## src/rtl/pipe_hazard_ctrl.sv

```systemverilog
// rtl/pipe_hazard_ctrl.sv - stall/flush sequencer for the 5-stage MIPS32 pipeline
module pipe_hazard_ctrl #(
  parameter int FLUSH_CYCLES = 3,
  parameter int MEM_TIMEOUT  = 15,
  parameter int CNT_W        = 16
) (
  input  logic             clk,
  input  logic             reset,
  input  logic [4:0]       id_rs,
  input  logic [4:0]       id_rt,
  input  logic             id_uses_rt,
  input  logic             id_jump,
  input  logic             ex_memread,
  input  logic [4:0]       ex_dst,
  input  logic             ex_branch_taken,
  input  logic             mem_req,
  input  logic             dmem_ack,
  output logic             pc_we,
  output logic [1:0]       pc_sel,
  output logic             ifid_we,
  output logic             ifid_flush,
  output logic             idex_we,
  output logic             idex_bubble,
  output logic             exmem_we,
  output logic             memwb_bubble,
  output logic             busy,
  output logic             mem_err,
  output logic [CNT_W-1:0] stall_cnt
);

  localparam logic [1:0] S_HOLD     = 2'd0;
  localparam logic [1:0] S_RUN      = 2'd1;
  localparam logic [1:0] S_MEM_WAIT = 2'd2;

  localparam logic [3:0] HOLD_LAST = 4'(FLUSH_CYCLES - 1);
  localparam logic [7:0] WAIT_LAST = 8'(MEM_TIMEOUT);

  logic [1:0] state;
  logic [3:0] hold_cnt;
  logic [7:0] wait_cnt;

  logic load_use;
  logic freeze_run;
  logic wait_done;
  logic frozen;

  always_comb begin
    load_use   = ex_memread && (ex_dst != 5'd0) &&
                 ((ex_dst == id_rs) || (id_uses_rt && (ex_dst == id_rt)));
    freeze_run = (state == S_RUN) && mem_req && !dmem_ack;
    wait_done  = dmem_ack || (wait_cnt == WAIT_LAST);
    frozen     = freeze_run || ((state == S_MEM_WAIT) && !wait_done);
  end

  always_comb begin
    pc_we        = 1'b1;
    pc_sel       = 2'd0;
    ifid_we      = 1'b1;
    ifid_flush   = 1'b0;
    idex_we      = 1'b1;
    idex_bubble  = 1'b0;
    exmem_we     = 1'b1;
    memwb_bubble = 1'b0;
    busy         = (state != S_RUN);
    if (reset || (state != S_RUN && state != S_MEM_WAIT)) begin
      pc_we        = 1'b0;
      ifid_we      = 1'b0;
      idex_we      = 1'b0;
      exmem_we     = 1'b0;
      ifid_flush   = 1'b1;
      idex_bubble  = 1'b1;
      memwb_bubble = 1'b1;
      busy         = 1'b1;
    end else if (frozen) begin
      pc_we        = 1'b0;
      ifid_we      = 1'b0;
      idex_we      = 1'b0;
      exmem_we     = 1'b0;
      memwb_bubble = 1'b1;
    end else if (ex_branch_taken) begin
      pc_sel      = 2'd1;
      ifid_flush  = 1'b1;
      idex_bubble = 1'b1;
    end else if (load_use) begin
      // A jump sitting in ID waits here and resolves once the lw leaves EX.
      pc_we       = 1'b0;
      ifid_we     = 1'b0;
      idex_bubble = 1'b1;
    end else if (id_jump) begin
      pc_sel     = 2'd2;
      ifid_flush = 1'b1;
    end
  end

  always_ff @(posedge clk) begin
    if (reset) begin
      state     <= S_HOLD;
      hold_cnt  <= 4'd0;
      wait_cnt  <= 8'd0;
      mem_err   <= 1'b0;
      stall_cnt <= '0;
    end else begin
      case (state)
        S_HOLD: begin
          if (hold_cnt == HOLD_LAST) begin
            state    <= S_RUN;
            hold_cnt <= 4'd0;
          end else begin
            hold_cnt <= hold_cnt + 4'd1;
          end
        end
        S_RUN: begin
          if (freeze_run) begin
            state    <= S_MEM_WAIT;
            wait_cnt <= 8'd1;
          end
        end
        S_MEM_WAIT: begin
          if (dmem_ack) begin
            state    <= S_RUN;
            wait_cnt <= 8'd0;
          end else if (wait_cnt == WAIT_LAST) begin
            mem_err  <= 1'b1;
            state    <= S_RUN;
            wait_cnt <= 8'd0;
          end else begin
            wait_cnt <= wait_cnt + 8'd1;
          end
        end
        default: state <= S_HOLD;
      endcase
      if ((state == S_RUN || state == S_MEM_WAIT) && !pc_we && (stall_cnt != '1))
        stall_cnt <= stall_cnt + CNT_W'(1);
    end
  end

endmodule

```

## config.mk

```make
export PLATFORM = sky130hd
export DESIGN_NAME = pipe_hazard_ctrl
export DESIGN_NICKNAME = d
export VERILOG_FILES = /design/src/rtl/pipe_hazard_ctrl.sv
export SDC_FILE = /design/constraint.sdc
export NUM_CORES = 1
export LEC_CHECK = 0
export CAP_MARGIN = 5
export CORE_ASPECT_RATIO = 0.5
export CORE_MARGIN = 5
export CORE_UTILIZATION = 44
export DETAILED_ROUTE_END_ITERATION = 8
export GPL_ROUTABILITY_DRIVEN = 0
export PLACE_DENSITY = 0.76
export SLEW_MARGIN = 40
export SYNTH_ARGS = -nofsm -noshare
export SYNTH_HDL_FRONTEND = slang
export SYNTH_SLANG_ARGS = --single-unit
```

## constraint.sdc

```tcl
create_clock -name clk -period 2.4 [get_ports clk]
set_input_delay 0.24 -clock clk [delete_from_list [all_inputs] [get_ports clk]]
set_output_delay 0.24 -clock clk [all_outputs]
set_load 0.01 [all_outputs]
```

# Word-level counts from Yosys, hierarchy flattened
# Cells that the tools add are included.
[classes]
n_addsub = 3
eq_ne = 12
mux = 33
bitwise = 1
reduce_logical = 23
[op_table]
columns = ["operator", "n"]
rows = [
  ["two-way mux 8 bit", 3],
  ["two-way mux 1 bit", 18],
  ["two-way mux 2 bit", 9],
  ["adder 16 x 1 -> 16 bit, second input constant", 1],
  ["inequality test 16 bit, second input constant", 1],
  ["one-hot mux 8 bit (2 select lines)", 1],
  ["== test 5 bit", 2],
  ["logical AND 1 bit", 9],
  ["adder 8 x 1 -> 8 bit, second input constant", 1],
  ["== test 8 x 4 -> 1 bit, second input constant", 1],
  ["inequality test 2 bit, second input constant", 3],
  ["one-hot mux 2 bit (3 select lines)", 1],
  ["AND reduction 3 bit", 2],
  ["logical OR 1 bit", 5],
  ["nonzero test 5 bit", 1],
  ["adder 4 x 1 -> 4 bit, second input constant", 1],
  ["== test 4 x 2 -> 1 bit, second input constant", 1],
  ["two-way mux 4 bit", 1],
  ["zero test 1 bit", 3],
  ["inequality test 3 bit, second input constant", 1],
  ["== test 2 x 1 -> 1 bit, second input constant", 1],
  ["== test 2 bit, second input constant", 1],
  ["zero test 2 bit", 1],
  ["inequality test 2 x 1 -> 1 bit, second input constant", 1],
  ["other kinds (3)", 3],
]
[totals]
regBits = 31
input_bits = 23
output_inout_bits = 27
word_cells = 77

# Logic depth before layout (Yosys ltp)
# Gate-level depths: netlist of run 1.
[depth]
depth_word = 11
ltp_mapped = 12
mapped_depth_nobuf = 9

# Least setup slack after synthesis of run 1
# No wires, ideal clock.
[synth_path]
path_type = "reg2out"
start = "register wait_cnt[4]"
end = "output port pc_we"
arrival_ns = 2.017
required_ns = 2.160
path_slack_ns = 0.143
stages_incl_launch_ff = 10
n_path_buf = 4
cell_sequence = "dfxtp_1 > or4_1 > o21ai_2 > and3_1 > buf_2 > o31ai_4 > inv_2 > buf_6 > buf_4 > buf_4"
[synth_via]
elab_chain_len = 7
[synth_rtl]
columns = ["element", "line_no", "text"]
rows = [
  ["from (decl)", "40", "logic [7:0] wait_cnt;"],
  ["from (signal assigned)", "127", "wait_cnt <= wait_cnt + 8'd1;"],
  ["== test 8 x 4 -> 1 bit", "51", "wait_done = dmem_ack || (wait_cnt == WAIT_LAST);"],
  ["logical OR 1 bit", "51", ""],
  ["zero test 1 bit", "52", "frozen = freeze_run || ((state == S_MEM_WAIT) && !wait_done);"],
  ["logical AND 1 bit", "52", ""],
  ["logical OR 1 bit", "52", ""],
  ["two-way mux 1 bit (2 in a row)", "n/a", ""],
  ["to (decl)", "18", "output logic pc_we,"],
]
# No other way between the ends.

# Worst setup path in the final report of run 1
[layout_path]
start = "register wait_cnt[5]"
end = "output port pc_sel[0]"
[layout_via]
elab_chain_len = 7
[layout_rtl]
columns = ["element", "line_no", "text"]
rows = [
  ["== test 8 x 4 -> 1 bit", "51", ""],
  ["logical OR 1 bit", "51", ""],
  ["zero test 1 bit", "52", ""],
  ["logical AND 1 bit", "52", ""],
  ["logical OR 1 bit", "52", ""],
  ["two-way mux 2 bit", "74", "end else if (frozen) begin"],
  ["two-way mux 2 bit", "65", "if (reset || (state != S_RUN && state != S_MEM_WAIT)) begin"],
  ["to (decl)", "19", "output logic [1:0] pc_sel,"],
]
# No other way between the ends.

==> results of run 1 <==
[per-layer routing]
layer  part of all wire  wire length (um)  GRT usage
met1               0.45              2326     0.2217
met2               0.49              2536     0.3093
met3              0.033               169    0.04506
met4              0.023               117    0.07477
met5                  0                 0          0
[cells in the mapped netlist (2+ instances only)]
library cell  instances
ha_1                  6
a311oi_1              2
o21ai_1               3
and3_1                7
nor2b_1               5
xor2_1               11
buf_4                 3
dfxtp_1              31
nor3_1                4
a21oi_1              22
o21bai_1              2
mux2_2                5
inv_1                10
nand2_1              15
o31ai_1               8
nor4_1                4
or4_1                11
o21ai_0               7
nand4_1               3
clkbuf_1              4
buf_2                 2
nand3b_1              2
nor2_1               24
o2111ai_1             2
a41o_1                2
nor3b_1               2
nand3_1              13
[logic make-up after synthesis]
| kind of cell | after synthesis | share of synthesized area |
|---|---|---|
| buf+inv | 22 | 0.05577 |
| flops | 31 | 0.3333 |
| compound gates | 55 | 0.1996 |
| simple gates | 97 | 0.2789 |
| mux | 6 | 0.03562 |
| xor+xnor | 12 | 0.05645 |
| fa+ha+maj | 6 | 0.04032 |
[power by group]
| group | switching [mW] | internal (mW) |
|---|---|---|
| registers | 0.0451 | 0.555 |
| logic | 0.288 | 0.253 |
| clock network | 0.219 | 0.309 |
| total | 0.552 | 1.12 |
[worst min-delay path, cell delays in order, from the launching register on]
cell and delay, ps:
dfxtp_2 340, nand2_1 50, a21oi_1 50
[metrics by stage]
step	total power, mW	std cells	setup TNS [ps]	worst slack (ps)	utilization
6_report	1.668	348	0	102.8	0.6624
5_1_grt	1.763	348	0	6.318	0.6624
4_1_cts	1.667	347	0	21.59	0.6558
3_5_place_dp	1.148	339	-4406	-296.0	0.6256
3_3_place_gp	1.124	339	-3460	-275.6	0.6256
2_1_floorplan	0.9311	229	0	143.2	-
[repair_timing]
item	CTS	global route
pin swaps	2	7
hold endpoints to repair	0	0
gates resized for setup	18	10
buffers inserted	0	1
setup endpoints to repair	9	18
[path summary, 6_finish.rpt]
| path | startpoint | to | slack (ps) | depth (start not counted) |
|---|---|---|---|---|
| max | wait_cnt[5]$_SDFFE_PP0P_ | pc_sel[0] | 100 | 6 |
| min | state[0]$_SDFFE_PP0P_ | state[0]$_SDFFE_PP0P_ | 480 | 2 |
| max reg2reg | state[1]$_SDFFE_PP0P_ | stall_cnt[8]$_SDFFE_PP0P_ | 160 | 9 |
| min reg2reg | state[0]$_SDFFE_PP0P_ | state[0]$_SDFFE_PP0P_ | 480 | 2 |
[placed cells by master (no fill, tap or decap), types with 2 or more instances in the layout]
cell and count:
nor3_1 4, o31ai_1 8, and3_1 6, nor4_1 4, a21oi_1 22, nor3b_1 2
o21ai_0 6, nand3b_1 2, inv_1 10, or4_1 10, nor2_1 23, nand3_1 13
dfxtp_1 30, clkbuf_8 5, o21bai_1 2, clkdlybuf4s50_1 37, o21ai_1 3, a311oi_1 2
clkdlybuf4s15_1 3, xor2_1 11, buf_4 18, ha_1 6, nor2b_1 4, o2111ai_1 2
dlygate4sd2_1 7, mux2_2 5, nand2_1 15, a41o_1 2, nand4_1 3
[state kept, by name, summed over array words and instances, names as in the netlist]
signal     cells
stall_cnt     16
wait_cnt       8
hold_cnt       4
state          2
mem_err        1
[layout make-up]
type | instances | area [sq um] | area share
flip-flops and latches | 31 | 621.8 | 0.2357
inverters | 11 | 41.29 | 0.01565
multi-input cells | 176 | 1170 | 0.4433
well taps | 54 | 67.56 | 0.02560
clock buffers | 5 | 68.82 | 0.02608
repair buffers | 68 | 625.6 | 0.2371
clock inverters | 3 | 43.79 | 0.01660
==> out/metrics.cfg, run 1 <==
[logic_synthesis]
synth_area_leaders = dfxtp_1 (33%), a21oi_1 (5.9%), xor2_1 (5.2%)
syn_inst = 229
syn-num-nets = 258
synth-async-reset-ratio = 0
synth_edf_count = 0
yosysTopAreaCellShare = 0.3333
syn_avg_cell_area_sq_um = 8.130
synth_seq_area_share = 0.3333
yosys.area.top_type = dfxtp_1
yosys_warnings = 0
yosysUniqueCellTypes = 46
ys_ff_latch = 31
synthFlopType = dfxtp_1
syn-cell-area_sq_mm = 0.001862

[sta]
hold_viol = 0
rsz0062_at_grt = no
finalCritPeriodShare = 0.9572
worstMarginPinSlew_ps = 552.1
slew_violations = 0
fmax_mhz = 435.3
fin_skew_ps = 5.536
period_needed_ps = 2297
worst_hold_slack_ps = 479.3
finalSetupViolations = 0
maxSlewHeadroom = 0.6294

[worst_setup_path]
critPathBufInv = 2
endpoint_kind = primary output
arrival_ps = 2060
path_delay_family = simple AND/OR/NAND/NOR gates
path_cells = or4_4 -> o21ai_4 -> and3_4 -> buf_4 -> and2_1 -> dlygate4sd2_1
crit_required_ps = 2160
critPathMaxStageDelay_ps = 560
critical_path_class = reg2out
crit_slowest_cell = or4_4
crit_fanout = 4
startpoint_type = flip-flop

[clock_tree]
htreeDepth = 2
cts-root-buf = clkbuf_8
hold_buffers = 0
tritoncts = done
clk_latency_ps = 290
cts_sinks = 31
cts-buffers-inserted = 5
cts_buffer_depth = 2
clk_pin_slew_ps = 70

[routing]
dr_total_vias = 1903
remaining_drc_errors = 0
drt_pass1_iterations = 4
drt-wirelength-per-cell_um = 14.80
via_per_inst = 5.468
totalWireLength_um = 5149
final_antenna_net_count = 0
drt_iter0_drc = 64

[pwr]
powerDensity_mw_per_mm2 = 632.1
vdd_ir_drop_max_mv = 0.3056
power_leakage_nw = 0.9918

[global_route]
grt_pass1_vias = 1894
grt_pass1_wl_um = 8452
grt_max_degree = 36
overflow = 0
antenna_found_initial = 0
grt_usage = 0.1834

[hold_path]
hp-class = reg2reg

[floorplan]
start_util = 0.4673
coreArea_sq_mm = 0.003984
die_w_um = 102.0
dieArea_sq_mm = 0.005711
ios = 50
row_count = 16
die_h_um = 56.00

[finish]
drive_gt1_frac = 0.1531
area_growth_pct = 41.73
stdcell_area_sq_mm = 0.002639
n_antenna_cell = 0
nets = 322
num-fill-cells = 329

[placement]
io_buffer_count = 49
post-dp-hpwl_um = 3865
post_dp_cell_area_sq_mm = 0.002492

[run_status]
outcome = finished clean

[flow_run]
cap_violations = 0

Power figures use the tool's default switching activity.
==> run 2, diff against run 1 <==
- CAP_MARGIN: 5 -> 20
- CORE_UTILIZATION: 44 -> 35
- PLACE_DENSITY: 0.76 -> 0.62
==> run 2 against run 1 <==
Against the previous run: register-to-register slack better by 70 ps; clock skew is 1.6 ps lower; global-route usage is 3.2 points lower; via count is 1.1% higher; final area is 6.9% higher; sequential cell count stayed put; critical path type unchanged; critical endpoint is now pc_we.
==> out/metrics.cfg, run 2 (synthesis results as in run 1) <==
[placement]
io_buffer_count = 49  ; unchanged
post-dp-hpwl_um = 3643  ; was 3865 um
place_inst = 356  ; was 339
post_dp_cell_area_sq_mm = 0.002520  ; was 0.002492 sq mm

[global_route]
grt.met3_usage = 0.04907  ; was 0.04506
grt_usage = 0.1516  ; was 0.1834
grt_pass1_vias = 1750  ; was 1894
overflow = 0  ; unchanged
grt.busiest_layer = met2  ; unchanged
antenna_found_initial = 0  ; unchanged
grt_pass1_wl_um = 8300  ; was 8452 um
grt_max_degree = 36  ; unchanged
grtUsageMet2 = 0.2643  ; was 0.3093
grt_util_met1 = 0.1819  ; was 0.2217

[clock_tree]
hold_buffers = 0  ; unchanged
tritoncts = done  ; unchanged
clk_pin_slew_ps = 60  ; was 70 ps
cts-root-buf = clkbuf_8  ; unchanged
clk_latency_ps = 290  ; about the same
htreeDepth = 2  ; unchanged
cts_buffer_depth = 2  ; unchanged
cts-buffers-inserted = 5  ; unchanged
cts_sinks = 31  ; unchanged

[hold_path]
hp-class = reg2reg  ; unchanged

[routing]
via_per_inst = 5.186  ; was 5.468
drt-wirelength-per-cell_um = 14.05  ; was 14.80 um
dr_total_vias = 1924  ; was 1903
totalWireLength_um = 5211  ; was 5149 um
remaining_drc_errors = 0  ; unchanged
final_antenna_net_count = 0  ; unchanged
drt_iter0_drc = 71  ; was 64
drt_pass1_iterations = 4  ; unchanged

[finish]
num-fill-cells = 450  ; was 329
reg.largest.list = stall_cnt (16), wait_cnt (8), hold_cnt (4)  ; unchanged
layout_common_cells = clkdlybuf4s50_1 (33), dfxtp_1 (31), nor2_1 (24), buf_4 (21), a21oi_1 (18)  ; was clkdlybuf4s50_1 (37), dfxtp_1 (30), nor2_1 (23), a21oi_1 (22), buf_4 (18)
fin_cells = 371  ; was 348
area_growth_pct = 51.48  ; was 41.73%
stdcell_area_sq_mm = 0.002820  ; was 0.002639 sq mm
layout_commonest_cell = clkdlybuf4s50_1  ; unchanged
nets = 329  ; was 322
largest_reg_flops = 16  ; unchanged
n_antenna_cell = 0  ; unchanged
top_register = stall_cnt  ; unchanged
drive_gt1_frac = 0.1993  ; was 0.1531

[run_status]
outcome = finished clean  ; unchanged

[floorplan]
start_util = 0.3690  ; was 0.4673
coreArea_sq_mm = 0.005045  ; was 0.003984 sq mm
die_h_um = 61.57  ; was 56.00 um
ios = 50  ; unchanged
dieArea_sq_mm = 0.006966  ; was 0.005711 sq mm
row_count = 18  ; was 16
die_w_um = 113.1  ; was 102.0 um

[worst_setup_path]
critical_path_class = reg2out  ; unchanged
startpoint_type = flip-flop  ; unchanged
endpoint_kind = primary output  ; unchanged
crit_slowest_cell = or4_4  ; unchanged
crit_required_ps = 2160  ; about the same
critPathBufInv = 2  ; unchanged
crit_fanout = 6  ; was 4
path_delay_family = simple AND/OR/NAND/NOR gates  ; unchanged
arrival_ps = 2100  ; was 2060 ps
critPathMaxStageDelay_ps = 550  ; was 560 ps
path_cells = or4_4 -> o21ai_2 -> and3_4 -> o31ai_4 -> inv_2 -> dlygate4sd2_1  ; was or4_4 -> o21ai_4 -> and3_4 -> buf_4 -> and2_1 -> dlygate4sd2_1

[sta]
maxSlewHeadroom = 0.5865  ; was 0.6294
fmax_mhz = 427.8  ; was 435.3 MHz
slew_violations = 0  ; unchanged
hold_viol = 0  ; unchanged
fin_skew_ps = 3.896  ; was 5.536 ps
worstMarginPinSlew_ps = 616.2  ; was 552.1 ps
finalSetupViolations = 0  ; unchanged
finalCritPeriodShare = 0.9741  ; was 0.9572
period_needed_ps = 2338  ; was 2297 ps

[pwr]
powerDensity_mw_per_mm2 = 586.9  ; was 632.1 mW/mm^2
vdd_ir_drop_max_mv = 0.2713  ; was 0.3056 mV
power_leakage_nw = 1.074  ; was 0.9918 nW

[flow_run]
cap_violations = 0  ; unchanged

run 2: stage by stage:
stage | setup WS [ps] | TNS, ps | utilization | power, mW | hold WS (ps)
floorplan | 143.2 | 0 | - | 0.9311 | 438.5
global placement | -307.9 | -4129 | 0.4995 | 1.127 | 456.9
detailed placement | -382.4 | -5014 | 0.4995 | 1.139 | 461.1
CTS | 0.8764 | 0 | 0.5345 | 1.622 | 486.5
global route | -2.264 | -2.264 | 0.5590 | 1.765 | 511.3
finish | 62.21 | 0 | 0.5590 | 1.655 | 480.0
run 2: what timing repair did:
item | in CTS | in global routing
endpoints found under the setup margin | 12 | 18
hold endpoints to repair | 0 | 0
pin swaps | 2 | 11
resized for setup | 28 | 23
gates cloned | 0 | 2
buffers inserted | 2 | 3
run 2: layout make-up:
class / count / area (sq um) / share of cell area
Sequential cell: 31 / 620.6 / 0.2201
Multi-Input combinational cell: 176 / 1255 / 0.4450
Clock buffer: 8 / 100.1 / 0.03549
Inverter: 11 / 41.29 / 0.01464
Tap cell: 70 / 87.58 / 0.03106
Timing Repair Buffer: 75 / 715.7 / 0.2538
run 2: where the power goes:
group	total, mW	switching, mW	internal, mW
clock network	0.462	0.200	0.262
logic	0.594	0.311	0.283
registers	0.599	0.0452	0.554
run 2: layer usage:
| metal | part of all wire | wire (um) |
|---|---|---|
| met2 | 0.48 | 2502 |
| met5 | 0 | 0 |
| met4 | 0.0096 | 50 |
| met3 | 0.040 | 209 |
| met1 | 0.47 | 2450 |
run 2: worst paths after layout:
check | from | endpoint | slack, ps | cells after the start
max | wait_cnt[4]$_SDFFE_PP0P_ | pc_we | 60 | 6
max reg2reg | state[0]$_SDFFE_PP0P_ | stall_cnt[4]$_SDFFE_PP0P_ | 230 | 9
min | mem_err$_SDFFE_PP0P_ | mem_err$_SDFFE_PP0P_ | 480 | 2
min reg2reg | mem_err$_SDFFE_PP0P_ | mem_err$_SDFFE_PP0P_ | 480 | 2
run 2: tightest hold or removal path: cells and delay by family, from the launching register on:
kind	cells	cell delay (ps)
AND/OR/NAND/NOR	1	70
AO/OA/AOI/OAI	1	40
flip-flops	1	340
==> run 3, diff against run 2 <==
- CORE_UTILIZATION: 35 -> 42
- PLACE_DENSITY: 0.62 -> 0.73
==> run 3 against run 2 <==
Against the previous run: total power rose by 0.46%; die area shrank 15%; via count shrank 3.2%; critical path depth unchanged; non-clock buffer count is 9 lower; wire length decreased by 7.8%; highest routed layer unchanged; clock power increased by 13%; global-route usage is 1.4 points higher; critical endpoint unchanged; sequential share of layout area rose by 1.5 points; combinational power is 9.4% lower; core utilization rose by 4.9 points.
==> out/metrics.cfg, run 3 (synthesis results as in run 1) <==
[finish]
num-fill-cells = 382  ; was 450
multi_input_area_sq_mm = 0.001167  ; was 0.001255 sq mm
drive_gt1_frac = 0.1404  ; was 0.1993
stdcell_area_sq_mm = 0.002640  ; was 0.002820 sq mm
reg.largest.list = stall_cnt (16), wait_cnt (8), hold_cnt (4)  ; unchanged
layout_commonest_cell = clkdlybuf4s50_1  ; unchanged
ff_latch_area_sq_um = 620.6  ; unchanged
top_register = stall_cnt  ; unchanged
utilization = 0.6084  ; was 0.5590
nets = 320  ; was 329
layout_common_cells = clkdlybuf4s50_1 (36), dfxtp_1 (31), nor2_1 (24), a21oi_1 (22), buf_4 (16)  ; was clkdlybuf4s50_1 (33), dfxtp_1 (31), nor2_1 (24), buf_4 (21), a21oi_1 (18)
n_antenna_cell = 0  ; unchanged
area_growth_pct = 41.80  ; was 51.48%
largest_reg_flops = 16  ; unchanged
fin_cells = 349  ; was 371

[floorplan]
die_w_um = 104.2  ; was 113.1 um
row_count = 17  ; was 18
dieArea_sq_mm = 0.005945  ; was 0.006966 sq mm
die_h_um = 57.08  ; was 61.57 um
start_util = 0.4291  ; was 0.3690
ios = 50  ; unchanged
coreArea_sq_mm = 0.004339  ; was 0.005045 sq mm

[worst_setup_path]
critical_path_class = reg2out  ; unchanged
endpoint_kind = primary output  ; unchanged
timing.rr.end = stall_cnt[5]$_SDFFE_PP0P_  ; was stall_cnt[4]$_SDFFE_PP0P_
startpoint = wait_cnt[4]$_SDFFE_PP0P_  ; unchanged
arrival_ps = 2070  ; was 2100 ps
reg2reg_from = state[0]$_SDFFE_PP0P_  ; unchanged
path_delay_family = simple AND/OR/NAND/NOR gates  ; unchanged
critical_path_depth = 6  ; unchanged
critPathMaxStageDelay_ps = 560  ; was 550 ps
path_cells = or4_4 -> o21ai_4 -> and3_4 -> o31ai_4 -> inv_2 -> clkdlybuf4s15_1  ; was or4_4 -> o21ai_2 -> and3_4 -> o31ai_4 -> inv_2 -> dlygate4sd2_1
crit_required_ps = 2160  ; about the same
rr_worst_depth = 9  ; unchanged
critPathCapture = pc_we  ; unchanged
startpoint_type = flip-flop  ; unchanged
rrSetupSlack_ps = 160  ; was 230 ps
crit_slowest_cell = or4_4  ; unchanged
crit_fanout = 8  ; was 6
critPathBufInv = 2  ; unchanged

[sta]
rsz0062_at_grt = no
hold_viol = 0  ; unchanged
fin_skew_ps = 4.498  ; was 3.896 ps
fmax_mhz = 433.7  ; was 427.8 MHz
period_needed_ps = 2306  ; was 2338 ps
maxSlewHeadroom = 0.6189  ; was 0.5865
setup_ws_ps = 94.01  ; was 62.21 ps
finalCritPeriodShare = 0.9608  ; was 0.9741
worstMarginPinSlew_ps = 567.9  ; was 616.2 ps
slew_violations = 0  ; unchanged
finalSetupViolations = 0  ; unchanged

[global_route]
overflow = 0  ; unchanged
antenna_found_initial = 0  ; unchanged
grt_usage = 0.1653  ; was 0.1516
grt_pass1_wl_um = 8335  ; was 8300 um
grt_pass1_vias = 1829  ; was 1750
grt_max_degree = 36  ; unchanged

[placement]
place_inst = 341  ; was 356
post_dp_cell_area_sq_mm = 0.002501  ; was 0.002520 sq mm
post-dp-hpwl_um = 3597  ; was 3643 um
dp_slack_ps = -296.9  ; was -382.4 ps
io_buffer_count = 49  ; unchanged

[pwr]
powerDensity_mw_per_mm2 = 629.8  ; was 586.9 mW/mm^2
power.share.clock = 0.315  ; was 0.279
sequentialPowerShare = 0.361  ; was 0.362
vdd_ir_drop_max_mv = 0.3182  ; was 0.2713 mV
power_leakage_nw = 0.9933  ; was 1.074 nW
power_mw = 1.663  ; was 1.655 mW
p_switching_uw = 542.3  ; was 556.3 uW
swShare = 0.3261  ; was 0.3361
internal_power_mw = 1.121  ; was 1.099 mW
pwr-share-comb = 0.323  ; was 0.359

[routing]
final_antenna_net_count = 0  ; unchanged
remaining_drc_errors = 0  ; unchanged
dr_total_vias = 1862  ; was 1924
totalWireLength_um = 4803  ; was 5211 um
drt_pass1_iterations = 4  ; unchanged
via_per_inst = 5.335  ; was 5.186
drt_iter0_drc = 71  ; unchanged
drt-wirelength-per-cell_um = 13.76  ; was 14.05 um

[clock_tree]
clk_pin_slew_ps = 70  ; was 60 ps
cts-root-buf = clkbuf_8  ; unchanged
cts_sinks = 31  ; unchanged
hold_buffers = 0  ; unchanged
post_cts_buffers = 0  ; was 2
cts_buffer_depth = 2  ; unchanged
htreeDepth = 2  ; unchanged
clk_latency_ps = 280  ; was 290 ps
tritoncts = done  ; unchanged
cts-buffers-inserted = 5  ; unchanged

[hold_path]
min_from = mem_err$_SDFFE_PP0P_  ; unchanged
hp-class = reg2reg  ; unchanged
hold_depth = 2  ; unchanged

[flow_run]
cap_violations = 0  ; unchanged

[run_status]
outcome = finished clean  ; unchanged

==> run 3: cell types whose count changed in the layout (fill, tap and decap cells not counted), moves of 4 or more <==
cell | before | now
a21oi_1 | 18 | 22
clkdlybuf4s15_1 | 0 | 4
dlygate4sd2_1 | 10 | 5
a21oi_2 | 4 | 0
buf_4 | 21 | 16
==> run 3: layout make-up <==
cell class / instances / share of cell area
flip-flops and latches: 31 / 0.2351
inverters: 11 / 0.01564
multi-input cells: 176 / 0.4422
well taps: 57 / 0.02701
clock inverters: 3 / 0.01659
clock buffers: 5 / 0.02607
repair buffers: 66 / 0.2374
==> run 3: timing repair <==
item	4_1_cts	5_1_grt
hold endpoints to repair	0	0
pin swaps	2	5
setup endpoints to repair	10	16
resized for setup	12	13
==> run 3: routing by layer <==
metal	vias up	GRT usage	share of wire
met2	31	0.2880	0.50
met4	0	0.05535	0.015
met3	7	0.04181	0.031
met5	-	0	0
met1	861	0.2022	0.46
li1	963	-	-
==> run 3: power groups by stage <==
stage                     Combinational (mW)  Sequential (mW)  Clock [mW]
after floorplan                        0.325            0.606           0
after global placement                 0.534            0.606           0
after CTS                              0.538            0.601       0.532
after global routing                   0.596            0.610       0.556
final                                  0.538            0.601       0.524
after detailed placement               0.544            0.611           0
==> run 3: worst min-delay path by stage <==
stage,end
floorplan,wait_cnt[7]$_SDFFE_PP0P_
global placement,mem_err$_SDFFE_PP0P_
detailed placement,mem_err$_SDFFE_PP0P_
finish,mem_err$_SDFFE_PP0P_
global route,wait_cnt[1]$_SDFFE_PP0P_
CTS,wait_cnt[7]$_SDFFE_PP0P_
==> run 3: worst min-delay path, delay by kind of cell, from the launching register on <==
family             cells  cell delay (ps)
and+or+nand+nor        1               80
AOI/OAI and AO/OA      1               40
DFF                    1              330
==> run 3: metrics by stage <==
step           hold slack [ps]  TNS [ps]
2_1_floorplan            438.5         0
3_3_place_gp             461.1     -3688
3_5_place_dp             469.4     -4105
4_1_cts                  486.0         0
5_1_grt                  512.0         0
6_report                 489.8         0
